`config.mk`:
```
export PLATFORM = sky130hd
export DESIGN_NAME = alu_arbiter
export DESIGN_NICKNAME = d
export VERILOG_FILES = /design/src/rtl/alu_pkg.sv /design/src/rtl/rr_arbiter.sv /design/src/rtl/alu_arbiter.sv
export SDC_FILE = /design/constraint.sdc
export NUM_CORES = 1
export LEC_CHECK = 0
export ABC_AREA = 1
export CAP_MARGIN = 20
export CELL_PAD_IN_SITES_DETAIL_PLACEMENT = 0
export CELL_PAD_IN_SITES_GLOBAL_PLACEMENT = 1
export CORE_UTILIZATION = 46
export DETAILED_ROUTE_END_ITERATION = 10
export DONT_BUFFER_PORTS = 1
export PLACE_DENSITY = 0.83
export SKIP_LAST_GASP = 1
export SLEW_MARGIN = 20
export SYNTH_ARGS = -nofsm -noshare
export SYNTH_HDL_FRONTEND = slang
export SYNTH_SLANG_ARGS = --single-unit
```
`constraint.sdc`:
```
create_clock -name clk -period 4.8 [get_ports clk]
set_input_delay 0.24 -clock clk [delete_from_list [all_inputs] [get_ports clk]]
set_output_delay 0.24 -clock clk [all_outputs]
set_load 0.02 [all_outputs]
```
`src/rtl/alu_pkg.sv`:
```
// alu_pkg: shared definitions for the 16-bit ALU and its users.
//   alu_op_t    - ALU select encoding (110/111 fall through to "pass A").
//   ALU_DATA_W  - operand/result width of the alu instance.
//   arb_state_t - alu_arbiter FSM states.
package alu_pkg;

    localparam int unsigned ALU_DATA_W = 16;

    typedef enum logic [2:0] {
        OP_ADD = 3'b000,
        OP_SUB,
        OP_AND,
        OP_OR,
        OP_NOT,
        OP_CLR
    } alu_op_t;

    typedef enum logic [1:0] {
        IDLE,
        EXEC,
        RESP
    } arb_state_t;

endpackage

```
`src/rtl/rr_arbiter.sv`:
```
// rr_arbiter: purely combinational round-robin picker.
// Ports:
//   req     in  N     - request vector
//   ptr     in  IdxW  - index where the search starts (highest priority)
//   gnt     out N     - one-hot grant, zero when no request
//   gnt_idx out IdxW  - binary index of the grant, 0 when no request
module rr_arbiter #(
    parameter int unsigned N = 4,
    localparam int unsigned IdxW = (N > 1) ? $clog2(N) : 1
) (
    input  logic [N-1:0]    req,
    input  logic [IdxW-1:0] ptr,
    output logic [N-1:0]    gnt,
    output logic [IdxW-1:0] gnt_idx
);

    logic            found;
    logic [IdxW-1:0] sel;

    always_comb begin
        gnt     = '0;
        gnt_idx = '0;
        found   = 1'b0;
        sel     = '0;
        // Walk ptr, ptr+1, ... wrapping at N; first asserted request wins.
        for (int unsigned i = 0; i < N; i++) begin
            sel = IdxW'((32'(ptr) + i) % N);
            if (!found && req[sel]) begin
                found    = 1'b1;
                gnt[sel] = 1'b1;
                gnt_idx  = sel;
            end
        end
    end

endmodule

```
`src/rtl/alu_arbiter.sv`:
```
// alu_arbiter: shares one combinational alu between NUM_REQ requesters.
// Round-robin grant in IDLE latches the winner's operands/opcode into registers that drive
// the alu; the result is captured in EXEC and returned over a per-requester valid/ready
// response channel in RESP.
// Ports:
//   clk, rst_n            - clock, asynchronous active-low reset
//   req_valid/req_ready   - per-requester request handshake (ready one-hot or zero)
//   req_a/req_b/req_op    - packed per-requester payload (DATA_W, DATA_W, 3 bits each)
//   req_lock              - hold grant for the next operation (lock build only)
//   rsp_valid/rsp_ready   - per-requester response handshake (valid one-hot or zero)
//   rsp_data              - shared result, qualified by rsp_valid
//   alu_a/alu_b/alu_sel   - registered alu inputs
//   alu_out               - alu result
// Build option: define ALU_ARB_LOCK_EN to enable grant locking via req_lock.
module alu_arbiter
    import alu_pkg::*;
#(
    parameter int unsigned NUM_REQ = 4,
    parameter int unsigned DATA_W  = ALU_DATA_W
) (
    input  logic                      clk,
    input  logic                      rst_n,
    input  logic [NUM_REQ-1:0]        req_valid,
    output logic [NUM_REQ-1:0]        req_ready,
    input  logic [NUM_REQ*DATA_W-1:0] req_a,
    input  logic [NUM_REQ*DATA_W-1:0] req_b,
    input  logic [NUM_REQ*3-1:0]      req_op,
    input  logic [NUM_REQ-1:0]        req_lock,
    output logic [NUM_REQ-1:0]        rsp_valid,
    input  logic [NUM_REQ-1:0]        rsp_ready,
    output logic [DATA_W-1:0]         rsp_data,
    output logic [DATA_W-1:0]         alu_a,
    output logic [DATA_W-1:0]         alu_b,
    output logic [2:0]                alu_sel,
    input  logic [DATA_W-1:0]         alu_out
);

    localparam int unsigned IdxW = $clog2(NUM_REQ);

    arb_state_t          state_q, state_d;
    logic [IdxW-1:0]     rr_ptr_q, rr_ptr_d;
    logic [IdxW-1:0]     owner_q, owner_d;
    logic [DATA_W-1:0]   alu_a_q, alu_a_d;
    logic [DATA_W-1:0]   alu_b_q, alu_b_d;
    logic [2:0]          alu_sel_q, alu_sel_d;
    logic [DATA_W-1:0]   rsp_data_q, rsp_data_d;
    logic [NUM_REQ-1:0]  req_mask;
    logic [NUM_REQ-1:0]  gnt;
    logic [IdxW-1:0]     gnt_idx;
    logic [IdxW-1:0]     owner_next;

    assign owner_next = (owner_q == IdxW'(NUM_REQ - 1)) ? '0 : owner_q + IdxW'(1);

`ifdef ALU_ARB_LOCK_EN
    logic locked_q, locked_d;

    // While locked only the owner may compete; rr_ptr already points at it.
    assign req_mask = locked_q ? (req_valid & (NUM_REQ'(1) << owner_q)) : req_valid;
`else
    logic unused_lock;

    assign unused_lock = ^req_lock;
    assign req_mask    = req_valid;
`endif

    rr_arbiter #(
        .N (NUM_REQ)
    ) u_rr_arbiter (
        .req     (req_mask),
        .ptr     (rr_ptr_q),
        .gnt     (gnt),
        .gnt_idx (gnt_idx)
    );

    always_comb begin
        state_d    = state_q;
        rr_ptr_d   = rr_ptr_q;
        owner_d    = owner_q;
        alu_a_d    = alu_a_q;
        alu_b_d    = alu_b_q;
        alu_sel_d  = alu_sel_q;
        rsp_data_d = rsp_data_q;
        req_ready  = '0;
        rsp_valid  = '0;
`ifdef ALU_ARB_LOCK_EN
        locked_d   = locked_q;
`endif
        unique case (state_q)
            IDLE: begin
                req_ready = gnt;
                if (|req_mask) begin
                    alu_a_d   = req_a[gnt_idx*DATA_W +: DATA_W];
                    alu_b_d   = req_b[gnt_idx*DATA_W +: DATA_W];
                    alu_sel_d = req_op[gnt_idx*3 +: 3];
                    owner_d   = gnt_idx;
                    state_d   = EXEC;
                end
            end
            EXEC: begin
                rsp_data_d = alu_out;
                state_d    = RESP;
            end
            RESP: begin
                rsp_valid = NUM_REQ'(1) << owner_q;
                if (rsp_ready[owner_q]) begin
                    state_d  = IDLE;
                    rr_ptr_d = owner_next;
`ifdef ALU_ARB_LOCK_EN
                    locked_d = req_lock[owner_q];
                    if (req_lock[owner_q]) begin
                        rr_ptr_d = owner_q;
                    end
`endif
                end
            end
            default: state_d = IDLE;
        endcase
    end

    always_ff @(posedge clk or negedge rst_n) begin
        if (!rst_n) begin
            state_q    <= IDLE;
            rr_ptr_q   <= '0;
            owner_q    <= '0;
            alu_a_q    <= '0;
            alu_b_q    <= '0;
            alu_sel_q  <= '0;
            rsp_data_q <= '0;
`ifdef ALU_ARB_LOCK_EN
            locked_q   <= 1'b0;
`endif
        end else begin
            state_q    <= state_d;
            rr_ptr_q   <= rr_ptr_d;
            owner_q    <= owner_d;
            alu_a_q    <= alu_a_d;
            alu_b_q    <= alu_b_d;
            alu_sel_q  <= alu_sel_d;
            rsp_data_q <= rsp_data_d;
`ifdef ALU_ARB_LOCK_EN
            locked_q   <= locked_d;
`endif
        end
    end

    assign alu_a    = alu_a_q;
    assign alu_b    = alu_b_q;
    assign alu_sel  = alu_sel_q;
    assign rsp_data = rsp_data_q;

endmodule

```
Word level (Yosys, flattened, before mapping) --
Cells that the tools add are included.
Word-level totals: bits in latches 0, register bits 57, ROM bits 0, bits in writable memories 0, logic and storage cells 83, memories kept 0
Cells by class: equal/unequal tests 5, bitwise gates (word level) 3, multiplexer cells 35, $mul 1, shift operators 4, $add $sub $neg 4, magnitude comparators 9, reductions and logical operators 15, div/mod/pow operators 0
Operators with widths (count):
- $shiftx 64x7->16 | 2
- $mux 4 | 6
- $lt 2x3->1 const B | 5
- $mux 2 | 7
- $mux 1 | 12
- $or 4x4->4 | 3
- $shiftx 12x5->3 | 1
- $bmux 1 s2 | 5
- $demux 1 s2 | 4
- $ge 2x1->1 const B | 4
- $logic_and 1x1->1 | 7
- $pmux 2 s3 | 1
- $reduce_and 2->1 | 3
- $add 2x1->2 const B | 2
- $add 2x2->2 const B | 2
- $eq 2x2->1 const B | 2
- $mul 2x2->4 const B | 1
- $ne 2x2->1 const B | 2
- $reduce_or 4->1 | 1
- $shl 1x2->4 const A | 1
- $logic_not 1->1 | 3
- $eq 2x1->1 const B | 1
- $logic_not 2->1 | 1

Longest topological paths before layout --
Gate-level depths: netlist of run 1.
depth after elaboration 14, mapped depth 17

Cells and area by module --
A second synthesis of run 1 with hierarchy kept.
Unflattened totals: cells, all modules 698, area total of the unflattened synthesis 4423.0 sq um
Modules (own cells, without submodules):
- alu_arbiter | cells each 616, sequential area each 1426.4 sq um, area each 3946.3 sq um, instances 1
- rr_arbiter | cells each 82, sequential area each 0.0 sq um, area each 476.7 sq um, instances 1

Worst setup path after synthesis of run 1 --
OpenSTA, ideal clock, no wires.
path kind register to output, start register rr_ptr_q[0], end output port req_ready[3], data arrival time 2.016 ns, buffers on the path 1, slack 2.544 ns, cell stages (with the launch flop) 14, cell sequence dfrtp_1 > buf_6 > inv_6 > ha_1 > inv_1 > nand3_1 > nand2_4 > inv_2 > nor2_8 > nand2_2 > inv_1 > nand3_1 > a31o_2 > inv_1
Between the ends: word-level cells in the longest chain between the ends 13, elaborated cells between the ends (all ways) 48, those cells by class 3 x add/sub; 8 x order compare; 24 x mux; 3 x bitwise; 10 x reduce/logical
Ends and longest elaborated chain:
- start, declared | RTL line alu_arbiter.sv:41 | logic [IdxW-1:0] rr_ptr_q, rr_ptr_d;
- start signal, assigned | RTL line alu_arbiter.sv:134 | rr_ptr_q <= rr_ptr_d;
- parallel branches: the longest is 11 deep, another holds $lt 2x3->1
- $mux 4 (*) | RTL line rr_arbiter.sv:28 | if (!found && req[sel]) begin
- $mux 4 (*) | RTL line alu_arbiter.sv:88 | unique case (state_q)
- end, declared | RTL line alu_arbiter.sv:24 | output logic [NUM_REQ-1:0] req_ready,
Every way passes the cells marked *. The select of a mux whose other input is x is not followed.

Final worst setup path of run 1 --
start register rr_ptr_q[0], end register alu_b_q[2], in the netlist alu_b[2]
Between the ends: word-level cells in the longest chain between the ends 13, elaborated cells between the ends (all ways) 25, those cells by class 3 x add/sub; 1 x shift; 15 x mux; 6 x reduce/logical
Ends and longest elaborated chain:
- parallel branches: the longest is 11 deep, another holds $add 2x1->2
- $mux 2 (*) | RTL line rr_arbiter.sv:28
- $shiftx 64x7->16 (*) | RTL line alu_arbiter.sv:93 | alu_b_d = req_b[gnt_idx*DATA_W +: DATA_W];
- end signal, assigned | RTL line alu_arbiter.sv:137 | alu_b_q <= alu_b_d;
- end, declared | RTL line alu_arbiter.sv:44 | logic [DATA_W-1:0] alu_b_q, alu_b_d;
Marked as above. A chain may end at the register's enable or synchronous reset.

==> results by group, run 1 <==
Global route
  – Pin count of the biggest net entering global routing: 73
  – Routing usage on met2: 0.379
  – M1 GR Usage: 0.278
  – Initial antenna violation count: 0
  – Top Usage Layer GRT: met2
  – Vias in the first global route: 3,585
  – Met3 GRT Util: 0.0629
  – Overflow after GRT: 0
  – GRT Util Overall: 0.226
  – Global-route wire length before repair: 17,200 microns

Timing
  – RSZ-0062 raised after global routing: false
  – Final Skew: 0.0163 ns
  – Setup_tns: 0 ns
  – Final setup viols: 0
  – Final min period: 3.58 ns
  – Worst slew margin: 0.343
  – FMAX: 279 MHz
  – Worst-Margin Slew: 0.985 ns
  – Final hold slack: 0.0495 ns
  – Tcrit/Tclk final: 0.745
  – Fin. max-slew vios: 0
  – Final Hold Vio Count: 0

Critical path
  – R2R Setup Slk: 1.22 ns
  – Critical path arrival: 3.78 ns
  – Delay-heaviest family, CP: simple AND/OR/NAND/NOR gates
  – Critical path startpoint category: flip-flop
  – CP Capture Type: flip-flop
  – Crit path buf inv count: 4
  – Slowest cell delay on critical path: 0.68 ns
  – Crit. path cell count: 14
  – WS Path Type: reg -> reg
  – Max FO, Critical Path: 72
  – Worst-path cell chain: inv_6, ha_1, inv_1, nand3_1, nand2_4, inv_2, nor2_8, nand4_4, nand2_4, inv_6, nand2_1, nand2_1, nand2_1, nand3_1
  – Worst reg2reg path depth: 14
  – CP Data Required Time: 5.00 ns
  – Slowest CP cell: dfrtp_1
  – Crit path top cell by count: nand2_1

Run
  – Max Cap Violations: 0

Power and ir drop
  – Net Sw Frac: 0.574
  – Internal power: 1.88 mW
  – Power share of the clock group: 0.110
  – Sequential cell fraction of total power: 0.274
  – NetSw: 2.54 mW
  – Power per Cell Area: 1020 mW/mm^2
  – Peak supply drop: 463 uV
  – Leakage: 2.47 nW
  – Logic pwr share: 0.616

Floorplanning
  – Die H: 96.9 microns
  – Starting Density: 0.475
  – Die Wd: 96.9 microns
  – Io pins: 229
  – Std-Cell Rows: 34
  – Die area: 0.00938 sq mm
  – Area of the core: 0.00872 sq mm

CTS
  – Total clock sinks: 57
  – Htree depth: 3
  – Total CTS buffers: 9
  – CTS tree: built
  – Root buffer cell: clkbuf_8
  – Clk pin slew, worst setup/hold paths: 0.08 ns
  – Clock Tree Buf Depth: 2
  – Skew-Pair Late Insertion Delay: 0.34 ns

Yosys
  – Async SR Flop Fraction: 1.00
  – Yosys cell types: 29
  – Synth warnings: 0
  – Syn nets: 808
  – EDFF count, synth: 0
  – Number of synthesized register bits: 57
  – Mapped Avg Cell Area: 6.61 sq um
  – Synth area leaders: dfrtp_1 34%, nand2_1 28%, nand3_1 11%
  – Synth area leader: dfrtp_1
  – Mapped Area: 0.00414 sq mm
  – Sequential share of the synthesized area: 0.345
  – Area share of the largest cell type after synthesis: 0.345
  – Gate Count Post-Synth: 626
  – Top_reg_cell synth: dfrtp_1

Routing
  – Pre-antenna DRT Iters: 4
  – DRT antenna net count: 0
  – Drt wl/cell: 14.5 microns
  – Drt total wl: 10,500 microns
  – Vias per cell: 5.32
  – Vias: 3,855
  – Post-route DRC: 0
  – Drt initial violations: 125

Final layout
  – Number of nets in the layout: 794
  – Area Growth Syn to Fin: 4.81%
  – Antenna diodes: 0
  – Layout cell share with drive strength beyond 1: 0.0875

Place
  – DP HPWL: 7600 microns
  – Port Buffers: 0
  – GP Congestion: 0.793

Run status
  – Status: finished clean

Worst hold path
  – Type of the worst min-delay path: in -> reg
  – Hold Path Stages: 1
-- cells in the final DEF, fill, tap and decap left out, types with 2 or more instances in the layout --
cell / count
nand2_4: 4
inv_6: 2
inv_2: 3
dfrtp_1: 57
nor2_2: 2
nand2_2: 4
mux2_2: 16
nor2_4: 2
clkbuf_8: 9
a22oi_1: 3
nand3_1: 88
nand4_1: 4
bufinv_16: 2
o21ai_0: 3
nand2_1: 312
clkinv_2: 3
a21oi_1: 3
inv_1: 68
ha_1: 12
nor2_1: 7
-- repair_timing --
item | in CTS | in global routing
hold endpoints to repair | 57 | 0
buffers inserted | 0 | 0
setup endpoints to repair | 0 | 0
gates resized for setup | 0 | 0
hold buffers | 2 | 0
-- synthesized netlist by cell type, types with 2 or more instances --
| master | instances |
|---|---|
| nand2_1 | 312 |
| mux2_2 | 16 |
| buf_2 | 11 |
| buf_6 | 7 |
| inv_1 | 68 |
| dfrtp_1 | 57 |
| a22oi_1 | 3 |
| inv_2 | 3 |
| nor2_1 | 8 |
| nor2_4 | 2 |
| nand3_1 | 88 |
| clkbuf_1 | 4 |
| nand4_1 | 4 |
| buf_4 | 6 |
| inv_6 | 2 |
| o21ai_0 | 3 |
| nand2_4 | 4 |
| a21oi_1 | 3 |
| nand2_2 | 4 |
| ha_1 | 12 |
-- layout make-up --
cell class                      instances  area [sq um]
Tap cell                              108           135
Clock inverter                          6          82.6
Sequential cell                        57          1430
Inverter                               73           284
Fill cell                             907          4380
Timing Repair Buffer                    3          45.0
Clock buffer                           10           128
Multi-Input combinational cell        468          2240
-- routing by layer --
| metal | share of wire | up-vias | routed length, microns |
|---|---|---|---|
| met2 | 0.49 | 152 | 5190 |
| met3 | 0.065 | 18 | 677 |
| met5 | 0 | - | 0 |
| met1 | 0.42 | 1786 | 4410 |
| li1 | - | 1899 | - |
| met4 | 0.020 | 0 | 208 |
-- per-stage QoR --
stage | cell area, sq um | worst slack, ns | power (mW) | utilization | cells
floorplan | 4140 | 2.54 | 3.62 | - | 626
global placement | 4090 | 1.31 | 3.90 | 0.469 | 707
detailed placement | 4090 | 1.23 | 3.97 | 0.469 | 707
CTS | 4340 | 1.21 | 4.48 | 0.498 | 725
global route | 4340 | 0.932 | 4.90 | 0.498 | 725
finish | 4340 | 1.22 | 4.42 | 0.498 | 725
-- kinds of logic after synthesis --
kind of cell               after synthesis  share of synthesized area
and+or+nand+nor                        427                      0.440
buffers and inverters                  101                      0.115
DFF                                     57                      0.345
muxes                                   16                     0.0435
AOI/OAI and AO/OA                       13                     0.0199
adders and majority gates               12                     0.0363
-- power by group through the flow --
stage          Combinational (mW)  Clock [mW]  Sequential (mW)
2_1_floorplan                2.49           0             1.13
3_3_place_gp                 2.69           0             1.21
3_5_place_dp                 2.76           0             1.22
4_1_cts                      2.77       0.497             1.21
5_1_grt                      3.15       0.518             1.24
6_report                     2.72       0.488             1.21
-- registers in the layout, summed over array words and instances (netlist names) --
signal and cells:
alu_sel 3, alu_a 16, alu_b 16, rr_ptr_q 2, rsp_data 16, state_q 2, owner_q 2
-- path summary, 6_finish.rpt --
| path | start | endpoint |
|---|---|---|
| min in group asynchronous | rst_n | alu_a[15] |
| setup / recovery | rr_ptr_q[0] | alu_b[2] |
| hold / removal | alu_out[13] | rsp_data[13] |
| hold reg to reg | state_q[0] | state_q[1] |
| max in group asynchronous | rst_n | alu_a[8] |
| setup reg to reg | rr_ptr_q[0] | alu_b[2] |
Note: power is estimated with default switching activity, not from simulation.
==> inputs of run 2 (changes only) <==
--- a/config.mk
+++ b/config.mk
@@ -5,14 +5,14 @@
 export SDC_FILE = /design/constraint.sdc
 export NUM_CORES = 1
 export LEC_CHECK = 0
-export ABC_AREA = 1
+export ABC_AREA = 0
 export CAP_MARGIN = 20
 export CELL_PAD_IN_SITES_DETAIL_PLACEMENT = 0
 export CELL_PAD_IN_SITES_GLOBAL_PLACEMENT = 1
-export CORE_UTILIZATION = 46
+export CORE_UTILIZATION = 42
 export DETAILED_ROUTE_END_ITERATION = 10
 export DONT_BUFFER_PORTS = 1
-export PLACE_DENSITY = 0.83
+export PLACE_DENSITY = 0.74
 export SKIP_LAST_GASP = 1
 export SLEW_MARGIN = 20
 export SYNTH_ARGS = -nofsm -noshare
==> constraint.sdc (replaced) <==
create_clock -name clk -period 2.95 [get_ports clk]
set_input_delay 0.1475 -clock clk [delete_from_list [all_inputs] [get_ports clk]]
set_output_delay 0.1475 -clock clk [all_outputs]
set_load 0.02 [all_outputs]
==> run 2 against run 1 <==
Against the previous run:
- first-iteration DRC count rose by 140%
- synthesized area rose by 10%
- routed wire length is 35% higher
- final area is 22% higher
- clock-buffer cell count is 1 lower
- critical path depth fell by 5
- sequential share of layout area shrank 5.9 points
- global-route usage is 2.3 points higher
- register-to-register slack worse by 1.1 ns
- clock power rose by 71%
- critical path type unchanged
- critical endpoint is now alu_b[7]
==> results by group, run 2 <==
Yosys
  – Synth area leaders: dfrtp_1 31%, mux2i_1 11%, o22ai_1 7.9%
  – Gate Count Post-Synth: 489 (-22%)
  – EDFF count, synth: 0 (unchanged)
  – Sequential share of the synthesized area: 0.312 (-0.0324)
  – Async SR Flop Fraction: 1.00 (unchanged)
  – Mapped Area: 0.00457 sq mm (+10%)
  – Synth warnings: 0 (unchanged)
  – Yosys cell types: 40 (+38%)
  – Number of synthesized register bits: 57 (unchanged)
  – Commonest cells in the netlist: 58 x o22ai_1, 57 x dfrtp_1, 48 x a211oi_1, 48 x mux2i_1, 31 x mux2_2
  – Most frequent cell after synthesis: o22ai_1
  – Top_reg_cell synth: dfrtp_1
  – Mapped Avg Cell Area: 9.35 sq um (+41%)
  – Area share of the largest cell type after synthesis: 0.312 (-0.0324)
  – Synth area leader: dfrtp_1
  – Syn nets: 671 (-17%)

Run status
  – Status: finished clean

CTS
  – Clock Tree Buf Depth: 2 (unchanged)
  – Root buffer cell: clkbuf_8
  – CTS tree: built
  – Skew-Pair Late Insertion Delay: 0.34 ns (about the same)
  – Htree depth: 3 (unchanged)
  – Total clock sinks: 57 (unchanged)
  – Total CTS buffers: 9 (unchanged)
  – Clk pin slew, worst setup/hold paths: 0.07 ns (about the same)

Place
  – Placed inst area: 0.00483 sq mm (+18%)
  – GP Congestion: 0.802 (+1.1%)
  – DP HPWL: 9980 microns (+31%)
  – Worst slack, placed: 0.0297 ns (-1.20 ns)
  – Port Buffers: 0 (unchanged)
  – DP Cell Count: 604 (-15%)

Timing
  – Final WS setup: 0.169 ns (-1.05 ns)
  – Final setup viols: 0 (unchanged)
  – Setup_tns: 0 ns (unchanged)
  – Worst slew margin: 0.409 (+0.0664)
  – RSZ-0062 raised after global routing: false
  – Fin. max-slew vios: 0 (unchanged)
  – Final min period: 2.78 ns (-0.797 ns)
  – Tcrit/Tclk final: 0.943 (+0.197)
  – FMAX: 360 MHz (+29%)
  – Worst-Margin Slew: 0.886 ns (-0.0985 ns)
  – Final hold slack: 0.0788 ns (+0.0292 ns)
  – Final Skew: 0.00801 ns (-0.00829 ns)
  – Final Hold Vio Count: 0 (unchanged)

Power and ir drop
  – Logic pwr share: 0.620 (+0.004)
  – Sequential cell fraction of total power: 0.268 (-0.006)
  – Internal power: 3.76 mW (+100%)
  – Net Sw Frac: 0.492 (-0.0823)
  – NetSw: 3.64 mW (+44%)
  – Power per Cell Area: 1400 mW/mm^2 (+37%)
  – Power share of the clock group: 0.113 (+0.003)
  – Peak supply drop: 534 uV (+15%)
  – Overall power: 7.40 mW (+68%)
  – Leakage: 2.27 nW (-8.2%)

Routing
  – DRT antenna net count: 0 (unchanged)
  – Drt wl/cell: 22.1 microns (+53%)
  – Vias: 4,138 (+7.3%)
  – Post-route DRC: 0 (unchanged)
  – Vias per cell: 6.47 (+22%)
  – Drt total wl: 14,100 microns (+35%)
  – Pre-antenna DRT Iters: 4 (unchanged)
  – Drt initial violations: 301 (+140%)

Final layout
  – Final instance area: 0.00529 sq mm (+22%)
  – Number of nets in the layout: 681 (-14%)
  – Area Growth Syn to Fin: 15.8%
  – Layout cell share with drive strength beyond 1: 0.204 (+0.117)
  – Antenna diodes: 0 (unchanged)
  – Fillers: 986 (+8.7%)
  – Commonest non-fill, non-tap cells in the layout: 58 x o22ai_1, 55 x dfrtp_1, 47 x mux2i_1
  – Most common cell after layout, fill and taps aside: o22ai_1
  – Final Non-Filler Cells: 640 (-12%)
  – Final Util: 0.508 (+0.0107)

Worst hold path
  – Type of the worst min-delay path: in -> reg
  – Hold path startpoint: req_a[61]
  – Worst Hold End: alu_a[13]
  – Hold Path Stages: 2 (+1)

Floorplanning
  – Io pins: 229 (unchanged)
  – Std-Cell Rows: 37 (+8.8%)
  – Die Wd: 106 microns (+9.8%)
  – Die area: 0.0113 sq mm (+20%)
  – Die H: 106 microns (+9.8%)
  – Area of the core: 0.0104 sq mm (+19%)
  – Starting Density: 0.439 (-0.0360)

Critical path
  – Slowest CP cell: or4_2
  – RR Startpoint: rr_ptr_q[1]
  – R2R Setup Slk: 0.17 ns (-1.05 ns)
  – CP Data Required Time: 3.17 ns (-1.83 ns)
  – WS Path Type: reg -> reg
  – Worst-path cell chain: inv_2, ha_4, mux4_2, nor2b_4, or4_2, buf_4, o22ai_1, a211oi_1, a211o_1
  – Slowest cell delay on critical path: 0.64 ns (-0.04 ns)
  – Reg2reg end: alu_b[7]
  – Delay-heaviest family, CP: simple AND/OR/NAND/NOR gates
  – CP Capture Type: flip-flop
  – Crit path buf inv count: 2 (-2)
  – Max FO, Critical Path: 24 (-67%)
  – Critical path startpoint category: flip-flop
  – Worst reg2reg path depth: 9 (-5)
  – Critical path arrival: 3.01 ns (-0.77 ns)

Global route
  – Vias in the first global route: 4,278 (+19%)
  – Global-route wire length before repair: 22,100 microns (+28%)
  – Overflow after GRT: 0 (unchanged)
  – Initial antenna violation count: 0 (unchanged)
  – GRT Util Overall: 0.249 (+0.0233)
  – Pin count of the biggest net entering global routing: 59 (-19%)

Run
  – Max Cap Violations: 0 (unchanged)
-- run 2: cell count changes in the layout (fill, tap and decap cells not counted), sizes merged, moves of 23 or more --
cell | before | now
a211o | 0 | 23
a211oi | 0 | 49
nand2 | 320 | 6
buf | 2 | 30
mux2i | 0 | 48
inv | 73 | 7
nand3 | 89 | 15
and3 | 0 | 27
o22ai | 0 | 58
-- run 2: cell families after synthesis --
family	synth area share
compound gates	0.259
fa+ha+maj	0.0328
buf+inv	0.0569
flops	0.312
mux	0.201
simple gates	0.138
-- run 2: power by group through the flow --
stage                     registers (mW)  clock network, mW  logic, mW
final                               1.98              0.834       4.59
after global routing                2.04              0.886       5.00
after CTS                           1.99              0.856       4.53
after detailed placement            1.99                  0       4.47
after global placement              1.99                  0       4.36
after floorplan                     1.87                  0       3.51
-- run 2: area by class of cell --
| class | count | area (sq um) | share of cell area |
|---|---|---|---|
| clock inverters | 7 | 103 | 0.0194 |
| flip-flops and latches | 57 | 1430 | 0.270 |
| clock buffers | 9 | 124 | 0.0234 |
| multi-input cells | 378 | 2970 | 0.561 |
| inverters | 6 | 22.5 | 0.00425 |
| repair buffers | 47 | 477 | 0.0900 |
| well taps | 136 | 170 | 0.0321 |
-- run 2: per-layer routing --
metal,vias to the layer above,part of all wire,track usage
met1,1996,0.39,0.304
li1,1935,-,-
met2,191,0.50,0.424
met5,-,0,0
met3,16,0.093,0.0681
met4,0,0.015,0.0804
-- run 2: how the worst max path moves through the flow --
stage | from | slack, ns | to | depth (start not counted)
6_report | rr_ptr_q[1] | 0.17 | alu_b[7] | 9
3_5_place_dp | rr_ptr_q[1] | 0.03 | alu_a[11] | 9
2_1_floorplan | rr_ptr_q[0] | 0.02 | alu_a[11] | 13
5_1_grt | rr_ptr_q[0] | 0.003 | alu_b[3] | 8
4_1_cts | rr_ptr_q[1] | 0.002 | alu_a[11] | 9
3_3_place_gp | rr_ptr_q[1] | 0.09 | alu_b[12] | 9
-- run 2: what timing repair did --
item,CTS,global route
gates resized for setup,0,6
endpoints found under the hold margin,73,0
hold buffers,18,0
setup endpoints to repair,0,39
setup buffers,0,1
-- run 2: worst register-to-register path, stage by stage, from the launching register on --
cell	delay [ns]
dfrtp_2	0.44
inv_2	0.11
ha_4	0.23
mux4_2	0.33
nor2b_4	0.06
or4_2	0.64
buf_4	0.25
o22ai_1	0.23
a211oi_1	0.08
a211o_1	0.29
==> inputs of run 3 (changes only) <==
--- a/config.mk
+++ b/config.mk
@@ -5,14 +5,14 @@
 export SDC_FILE = /design/constraint.sdc
 export NUM_CORES = 1
 export LEC_CHECK = 0
-export ABC_AREA = 0
+export ABC_AREA = 1
 export CAP_MARGIN = 20
 export CELL_PAD_IN_SITES_DETAIL_PLACEMENT = 0
 export CELL_PAD_IN_SITES_GLOBAL_PLACEMENT = 1
-export CORE_UTILIZATION = 42
+export CORE_UTILIZATION = 38
 export DETAILED_ROUTE_END_ITERATION = 10
 export DONT_BUFFER_PORTS = 1
-export PLACE_DENSITY = 0.74
+export PLACE_DENSITY = 0.73
 export SKIP_LAST_GASP = 1
 export SLEW_MARGIN = 20
 export SYNTH_ARGS = -nofsm -noshare
==> run 3 against run 2 <==
Against the previous run:
- setup slack better by 0.15 ns
- routed wire length down 19%
- register-to-register slack improved by 0.15 ns
- sequential cell count is the same
- non-clock buffer count decreased by 17
- largest cell class unchanged
==> results by group, run 3 (synthesis gave the netlist of run 1 again) <==
Power and ir drop
  – Sequential cell fraction of total power: 0.255 (-0.013)
  – Net Sw Frac: 0.559 (+0.0671)
  – Power per Cell Area: 1630 mW/mm^2 (+17%)
  – Logic pwr share: 0.635 (+0.015)
  – Internal power: 3.35 mW (-11%)
  – Power share of the clock group: 0.110 (-0.003)
  – Leakage: 2.60 nW (+15%)
  – Peak supply drop: 754 uV (+41%)
  – NetSw: 4.24 mW (+17%)

Global route
  – GRT Util Overall: 0.203 (-0.0459)
  – Vias in the first global route: 3,797 (-11%)
  – Overflow after GRT: 0 (unchanged)
  – Global-route wire length before repair: 18,100 microns (-18%)
  – Pin count of the biggest net entering global routing: 58 (-1.7%)
  – Initial antenna violation count: 0 (unchanged)

Critical path
  – RR Startpoint: rr_ptr_q[0]
  – Crit. path cell count: 15 (+6)
  – Delay-heaviest family, CP: simple AND/OR/NAND/NOR gates
  – Reg2reg end: alu_b[2]
  – Critical path startpoint category: flip-flop
  – Slowest cell delay on critical path: 0.42 ns (-0.22 ns)
  – Worst-path cell chain: inv_6, ha_1, inv_1, nand3_1, nand2_4, inv_2, nor2_8, nand4_1, nand2_2, buf_4, inv_2, nor2_4, buf_6, nand2_1, nand3_1
  – Critical path arrival: 2.89 ns (-0.12 ns)
  – R2R Setup Slk: 0.32 ns (+0.15 ns)
  – Slowest CP cell: dfrtp_1
  – Worst reg2reg path depth: 15 (+6)
  – CP Data Required Time: 3.21 ns (+0.04 ns)
  – Setup crit start: rr_ptr_q[0]
  – Crit path buf inv count: 6 (+4)
  – WS Path Type: reg -> reg
  – CP Capture Type: flip-flop
  – Max FO, Critical Path: 24 (unchanged)

CTS
  – # Post-CTS Setup Buffers: 0 (unchanged)
  – Skew-Pair Late Insertion Delay: 0.32 ns (-0.02 ns)
  – Total clock sinks: 57 (unchanged)
  – Root buffer cell: clkbuf_8
  – Clock Tree Buf Depth: 2 (unchanged)
  – CTS tree: built
  – Htree depth: 3 (unchanged)
  – Total CTS buffers: 9 (unchanged)
  – Clk pin slew, worst setup/hold paths: 0.07 ns (about the same)

Timing
  – Worst-Margin Slew: 0.665 ns (-0.222 ns)
  – FMAX: 380 MHz (+5.7%)
  – Setup_tns: 0 ns (unchanged)
  – Fin. max-slew vios: 0 (unchanged)
  – Worst slew margin: 0.556 (+0.147)
  – Final Skew: 0.00647 ns (-0.00154 ns)
  – Final min period: 2.63 ns (-0.150 ns)
  – Final setup viols: 0 (unchanged)
  – RSZ-0062 raised after global routing: false
  – Final WS setup: 0.319 ns (+0.150 ns)
  – Tcrit/Tclk final: 0.892 (-0.0509)
  – Final Hold Vio Count: 0 (unchanged)

Place
  – Worst slack, placed: 0.258 ns (+0.228 ns)
  – Port Buffers: 0 (unchanged)
  – GP Congestion: 0.790 (-1.6%)
  – Placed inst area: 0.00422 sq mm (-13%)
  – DP HPWL: 8300 microns (-17%)

Floorplanning
  – Io pins: 229 (unchanged)
  – Die H: 106 microns (about the same)
  – Die area: 0.0113 sq mm (+0.11%)
  – Area of the core: 0.0105 sq mm (+0.44%)
  – Starting Density: 0.396 (-0.0431)
  – Die Wd: 106 microns (about the same)
  – Std-Cell Rows: 37 (unchanged)

Final layout
  – Number of nets in the layout: 821 (+21%)
  – Fillers: 1,119 (+13%)
  – Layout cell share with drive strength beyond 1: 0.102 (-0.102)
  – Commonest non-fill, non-tap cells in the layout: 312 x nand2_1, 88 x nand3_1, 68 x inv_1
  – Area Growth Syn to Fin: 12.5%
  – Most common cell after layout, fill and taps aside: nand2_1
  – Final instance area: 0.00466 sq mm (-12%)
  – Antenna diodes: 0 (unchanged)

Routing
  – Drt total wl: 11,500 microns (-19%)
  – Vias per cell: 5.04 (-22%)
  – Drt wl/cell: 14.7 microns (-33%)
  – Vias: 3,932 (-5.0%)
  – DRT antenna net count: 0 (unchanged)
  – Post-route DRC: 0 (unchanged)
  – Drt initial violations: 172 (-43%)
  – Pre-antenna DRT Iters: 5 (+1)

Worst hold path
  – Hold Path Stages: 4 (+2)
  – Hold path startpoint: req_a[12]
  – Worst Hold End: alu_a[12]
  – Type of the worst min-delay path: in -> reg

Run status
  – Status: finished clean

Run
  – Max Cap Violations: 0 (unchanged)
[run 3: stage by stage]
step	power [mW]	util	hold WS, ns	instances
6_report	7.59	0.445	0.0273	780
5_1_grt	8.45	0.445	0.0276	780
4_1_cts	7.69	0.444	0.0108	780
3_5_place_dp	6.79	0.403	-0.147	746
3_3_place_gp	6.67	0.403	-0.146	746
2_1_floorplan	5.90	-	-0.148	626
[run 3: power by group through the flow]
stage	Combinational (mW)	Clock, mW	Sequential (mW)
2_1_floorplan	4.06	0	1.84
3_3_place_gp	4.73	0	1.94
3_5_place_dp	4.84	0	1.94
4_1_cts	4.89	0.865	1.94
5_1_grt	5.56	0.908	1.98
6_report	4.82	0.836	1.93
[run 3: tightest hold or removal path, stage by stage]
cell     delay, ns
nand2_1       0.03
nand2_1       0.04
nand2_1       0.04
nand3_1       0.05
[run 3: metal layers]
| layer | up-vias | share of wire | GRT usage |
|---|---|---|---|
| met4 | 0 | 0.010 | 0.0466 |
| met1 | 1811 | 0.43 | 0.247 |
| met3 | 10 | 0.073 | 0.0564 |
| met5 | - | 0 | 0 |
| met2 | 151 | 0.49 | 0.354 |
| li1 | 1960 | - | - |
[run 3: repair_timing]
item | CTS | global route
hold endpoints to repair | 73 | 0
gates resized for setup | 0 | 1
hold buffers | 18 | 0
endpoints found under the setup margin | 0 | 5
[run 3: area by class of cell]
cell class              instances  area, sq um  share of cell area
well taps                     136          170              0.0365
clock buffers                  11          151              0.0325
multi-input cells             468         2240               0.482
repair buffers                 30          304              0.0653
flip-flops and latches         57         1430               0.306
inverters                      73          284              0.0610
clock inverters                 5         77.6              0.0167
[run 3: worst max-delay path by stage]
stage / endpoint / slack, ns
after detailed placement: alu_b[2] / 0.26
after global placement: alu_a[1] / 0.33
final: alu_b[2] / 0.32
after CTS: alu_b[2] / 0.23
after global routing: alu_b[2] / 0.05
after floorplan: alu_b[0] / 0.71
